===== src/rtl/fp_addsub_special_pipe.sv =====
// Pipelined IEEE-754 add/sub special-case resolver: classifies operands at issue, carries the
// verdict down LAT-1 stages, and picks either the core adder result or the special result.
module fp_addsub_special_pipe #(
  parameter int EXP_W = 8,
  parameter int MAN_W = 23,
  parameter int LAT   = 2,
  parameter int FTZ   = 0
) (
  input  logic                   clk,
  input  logic                   rst_n,
  input  logic                   flush,
  input  logic                   in_valid,
  output logic                   in_ready,
  input  logic [EXP_W+MAN_W:0]   a,
  input  logic [EXP_W+MAN_W:0]   b,
  input  logic                   op,
  input  logic [EXP_W+MAN_W:0]   core_s,
  output logic                   pipe_en,
  output logic                   out_valid,
  input  logic                   out_ready,
  output logic [EXP_W+MAN_W:0]   s,
  output logic                   flag_invalid,
  output logic                   flag_special
);

  localparam int           W      = 1 + EXP_W + MAN_W;
  localparam bit           FTZ_ON = (FTZ != 0);
  localparam logic [W-1:0] QNAN   = {1'b0, {(W-1){1'b1}}};

  if (LAT < 1 || LAT > 8) begin : g_lat_check
    $error("LAT must be in 1..8");
  end

  typedef struct packed {
    logic         special;
    logic         invalid;
    logic [W-1:0] res;
  } cls_t;

  logic [EXP_W-1:0] a_exp, b_exp;
  logic [MAN_W-1:0] a_man, b_man;
  logic             a_nan, b_nan, a_inf, b_inf, a_zero, b_zero;
  logic             sa, sb;
  logic [W-1:0]     b_eff;
  cls_t             in_cls;
  cls_t             last_cls;
  logic             last_valid;

  assign a_exp = a[W-2 -: EXP_W];
  assign b_exp = b[W-2 -: EXP_W];
  assign a_man = a[MAN_W-1:0];
  assign b_man = b[MAN_W-1:0];
  assign sa    = a[W-1];
  assign sb    = b[W-1] ^ op;
  assign b_eff = {sb, b[W-2:0]};

  assign a_nan  = (&a_exp) && (|a_man);
  assign b_nan  = (&b_exp) && (|b_man);
  assign a_inf  = (&a_exp) && !(|a_man);
  assign b_inf  = (&b_exp) && !(|b_man);
  assign a_zero = !(|a_exp) && (!(|a_man) || FTZ_ON);
  assign b_zero = !(|b_exp) && (!(|b_man) || FTZ_ON);

  // Priority chain: NaN, Inf/Inf, single Inf, zero/zero, single zero, else the core result.
  always_comb begin
    // NOTE: every field gets a default before the if-chain, so no path leaves a latch behind.
    in_cls = '{special: 1'b1, invalid: 1'b0, res: '0};
    if (a_nan || b_nan) begin
      in_cls.invalid = 1'b1;
      in_cls.res     = QNAN;
    end else if (a_inf && b_inf) begin
      if (sa == sb) begin
        in_cls.res = a;
      end else begin
        in_cls.invalid = 1'b1;
        in_cls.res     = QNAN;
      end
    end else if (a_inf) begin
      in_cls.res = a;
    end else if (b_inf) begin
      in_cls.res = b_eff;
    end else if (a_zero && b_zero) begin
      in_cls.res = {sa & sb, {(W-1){1'b0}}};
    end else if (a_zero) begin
      in_cls.res = b_eff;
    end else if (b_zero) begin
      in_cls.res = a;
    end else begin
      in_cls.special = 1'b0;
    end
  end

  assign pipe_en  = !out_valid || out_ready;
  assign in_ready = pipe_en;

  if (LAT == 1) begin : g_comb
    assign last_valid = in_valid;
    assign last_cls   = in_cls;
  end else begin : g_pipe
    logic [LAT-2:0] vld_q;
    cls_t           cls_q [LAT-1];

    // NOTE: sequential state uses non-blocking assignments so every stage samples pre-edge values.
    always_ff @(posedge clk or negedge rst_n) begin
      if (!rst_n) begin
        vld_q <= '0;
      end else if (flush) begin
        vld_q <= '0;
      end else if (pipe_en) begin
        vld_q[0] <= in_valid;
        for (int i = 1; i < LAT - 1; i++) vld_q[i] <= vld_q[i-1];
      end
    end

    // NOTE: payload registers carry no reset; the valid bits alone say whether they mean anything.
    always_ff @(posedge clk) begin
      if (pipe_en) begin
        cls_q[0] <= in_cls;
        for (int i = 1; i < LAT - 1; i++) cls_q[i] <= cls_q[i-1];
      end
    end

    assign last_valid = vld_q[LAT-2];
    assign last_cls   = cls_q[LAT-2];
  end

  // Output register: the LAT-th advance; holds whole while downstream stalls.
  always_ff @(posedge clk or negedge rst_n) begin
    if (!rst_n) begin
      out_valid    <= 1'b0;
      s            <= '0;
      flag_invalid <= 1'b0;
      flag_special <= 1'b0;
    end else if (flush) begin
      out_valid <= 1'b0;
    end else if (pipe_en) begin
      out_valid <= last_valid;
      if (last_valid) begin
        s            <= last_cls.special ? last_cls.res : core_s;
        flag_invalid <= last_cls.invalid;
        flag_special <= last_cls.special;
      end
    end
  end

endmodule


===== config.mk =====
export PLATFORM = sky130hd
export DESIGN_NAME = fp_addsub_special_pipe
export DESIGN_NICKNAME = d
export VERILOG_FILES = /design/src/rtl/fp_addsub_special_pipe.sv
export SDC_FILE = /design/constraint.sdc
export NUM_CORES = 1
export LEC_CHECK = 0
export ABC_CLOCK_PERIOD_IN_PS = 2400
export CORE_ASPECT_RATIO = 1.2
export CORE_MARGIN = 5
export CORE_UTILIZATION = 43
export CTS_BUF_LIST = sky130_fd_sc_hd__clkbuf_16
export CTS_CLUSTER_DIAMETER = 30
export DETAILED_ROUTE_END_ITERATION = 10
export HOLD_SLACK_MARGIN = 0.08
export PLACE_DENSITY = 0.79
export SLEW_MARGIN = 20
export SYNTH_ARGS = -nofsm -noshare
export SYNTH_HDL_FRONTEND = slang
export SYNTH_SLANG_ARGS = --single-unit

===== constraint.sdc =====
create_clock -name clk -period 2.4 [get_ports clk]
set_input_delay 0.36 -clock clk [delete_from_list [all_inputs] [get_ports clk]]
set_output_delay 0.36 -clock clk [all_outputs]
set_load 0.02 [all_outputs]

==> metrics.cfg <==
[critical_path]
path_max_fanout=8
worst_ep_arrival_time_ns=2.54
start_kind=input port
endpoint_kind=register
required_ns=2.47
slowest_stage=or4_4
crit_chain=buf_6 > or4_4 > buf_6 > or4_4 > nor2_4 > a211oi_4 > buf_6 > buf_8 > a221o_1
path_class=in2reg
crit_top_cell=buf_6
slowest_delay_ns=0.56

[detailed_routing]
wire_per_inst_microns=19.45
dr.pass1.iters=4
drt_wl_total_mm=11.09
vias=3145
drcViolationCount=0
drtIter0Drc=149
postRouteAntennaNets=0
vias_per_cell=5.518

[yosys]
yosysTopAreaCell=edfxtp_1
syn_area_sq_um=3407
synth_most_common_cell=nor2_1
synth_flop_cell=dfrtp_1
yosys_warnings=0
synth_commonest_cells=nor2_1, dfrtp_1, edfxtp_1, a21oi_1, mux2i_1
synth_cell_types=39
synthCells=282
synth_edf_count=34
synth-async-reset-ratio=0.5143
seq_area_frac_synth=0.5641
synth_top_area_share=0.2997
synth_seq_cells=70
syn_nets=385
yosys-top-cells-area=edfxtp_1, dfrtp_1, mux2i_1
syn_avg_cell_area_sq_um=12.08

[sta]
rsz0062_at_grt=yes
final-setup-viol-count=12
hold_viol_final=0
min_period_over_period=1.027
fin_skew_ns=0.006544
slew_headroom=0.4120
fin_crit_ns=2.465
setup_slack_ns=-0.06534
slew_viol_final=0
worstMarginPinSlew_ns=0.8819
max_freq_mhz=405.6

[place]
dp.cells=545
dp_hpwl_mm=8.334
gp_congestion=0.9273
port_buffers=138
pre_cts_slack_ns=-0.7730

[pwr]
p_leak_nw=2.295
switchingPower_w=0.0009679
p_total_w=0.003519
powerDensity_nw_per_um2=621.2
clockPowerShare=0.338
swShare=0.2750
pwr-share-seq=0.420
intPower_w=0.002551
comb_power_share=0.242
vdd_drop_max_uv=433.4

[floorplan]
die_h_microns=107.5
ios=139
start_util=0.4420
dieArea_sq_um=9811
core_sq_um=7707
placementRows=35
die_x_microns=91.26

[global_routing]
use_met1=0.2640
use_met2=0.3969
grt_max_degree=48
grt_usage=0.2242
grt_pass1_wl_mm=17.05
antenna_found_initial=0
grt_use_met3=0.05175
grt_pass1_vias=3347
grt_remaining_overflow=0
busiest_layer=met2

[final_layout]
finalCoreUtilization=0.7351
nFillCells=555
antenna_cells=0
layout-drive-gt1-share=0.2238
final_cells=570
syn2layout_area_growth_pct=66.29
nets=576

[job]
maxCapViolCount=0

[cts]
clk_latency_ns=0.33
clock-sinks=70
clockBufferDepth=2
cts_tree=built
cts.clk_slew.worst_paths_ns=0.06
ctsHtreeMaxLevel=3
cts_inserted_buffers=9
root_buffer=clkbuf_16

[hold_path]
hold_class=in2async

[run_status]
violations=setup timing
status=finished, violations left

timing repair:
action	4_1_cts	5_1_grt
hold buffers	0	0
pin swaps	15	28
endpoints found under the setup margin	32	32
cloned	1	0
resized for setup	41	20
setup buffers	4	5
sequential cells by signal, indices dropped and copies added, names as in the netlist:
signal	flops
flag_invalid	1
g_pipe.vld_q	1
s	32
g_pipe.cls_q	34
out_valid	1
flag_special	1
layer usage:
layer | vias up | share of wire
li1 | 1499 | -
met1 | 1495 | 0.38
met2 | 132 | 0.53
met3 | 19 | 0.070
met4 | 0 | 0.020
met5 | - | 0
final timing paths:
check	end	slack (ns)	depth (start not counted)	startpoint
setup / recovery	g_pipe.cls_q[0][21]	-0.07	9	b[3]
hold / removal	s[24]	0.16	1	rst_n
setup reg to reg	s[23]	0.75	3	g_pipe.cls_q[0][33]
hold reg to reg	flag_invalid	0.46	1	g_pipe.cls_q[0][32]
max in group asynchronous	s[15]	1.69	1	rst_n
min in group clk	g_pipe.cls_q[0][10]	0.34	2	b[10]
power groups by stage:
stage,logic [W],clock network [W],registers (W)
final,0.000853,0.00119,0.00148
after global routing,0.000905,0.00126,0.00150
after CTS,0.000857,0.00121,0.00148
after detailed placement,0.000857,0,0.00150
after global placement,0.000839,0,0.00149
after floorplan,0.000175,0,0.00164
layout by cell type, fill, tap and decap left out, types with 2 or more instances in the layout:
| master | netlist | final |
|---|---|---|
| nor2_1 | 37 | 37 |
| mux2_1 | 2 | 2 |
| nor4_1 | 12 | 6 |
| edfxtp_1 | 34 | 34 |
| or4_4 | 2 | 4 |
| a21oi_1 | 33 | 33 |
| mux2i_1 | 32 | 32 |
| nor4_2 | 0 | 6 |
| a221o_1 | 31 | 31 |
| buf_2 | 4 | 2 |
| nand2_1 | 4 | 4 |
| buf_4 | 1 | 53 |
| buf_6 | 3 | 9 |
| dfrtp_1 | 36 | 36 |
| clkbuf_2 | 0 | 3 |
| buf_12 | 0 | 3 |
| clkbuf_16 | 0 | 9 |
| or4_1 | 4 | 2 |
| dlymetal6s2s_1 | 0 | 2 |
| or2_4 | 1 | 2 |
| clkdlybuf4s50_1 | 0 | 119 |
| inv_4 | 0 | 3 |
| dlygate4sd2_1 | 0 | 7 |
| clkdlybuf4s15_1 | 0 | 2 |
| nand4_1 | 7 | 7 |
| clkinv_2 | 0 | 3 |
| inv_1 | 4 | 4 |
layout make-up:
type | count | area, sq um | share of cell area
Sequential cell | 70 | 1922 | 0.3392
Timing Repair Buffer | 201 | 1897 | 0.3348
Multi-Input combinational cell | 187 | 1454 | 0.2566
Clock buffer | 9 | 225.2 | 0.03975
Tap cell | 92 | 115.1 | 0.02032
Clock inverter | 7 | 37.54 | 0.006625
Inverter | 4 | 15.01 | 0.002650
cell families (layout without fill, tap and decap cells):
group           after synthesis  in the layout  synth area share
simple gates                 78             78            0.1216
compound gates               73             73            0.1708
flops                        70             70            0.5641
mux                          34             34            0.1006
xor+xnor                      1              1          0.002571
fa+ha+maj                     1              1          0.003672
buf+inv                      25            221           0.03672
metrics by stage:
| stage | TNS, ns | hold WS, ns | area [sq um] |
|---|---|---|---|
| after floorplan | 0 | 0.06441 | 3420 |
| after global placement | -29.20 | 0.4448 | 5256 |
| after detailed placement | -22.52 | 0.4507 | 5271 |
| after CTS | 0 | 0.1818 | 5615 |
| after global routing | -0.7940 | 0.2264 | 5665 |
| final | -0.2760 | 0.1605 | 5665 |
critical path: cells and delay by family:
family                 cells  cell delay (ns)
AOI/OAI and AO/OA          2             0.41
and+or+nand+nor            3             1.24
buffers and inverters      4             0.50
Power figures use the tool's default switching activity.
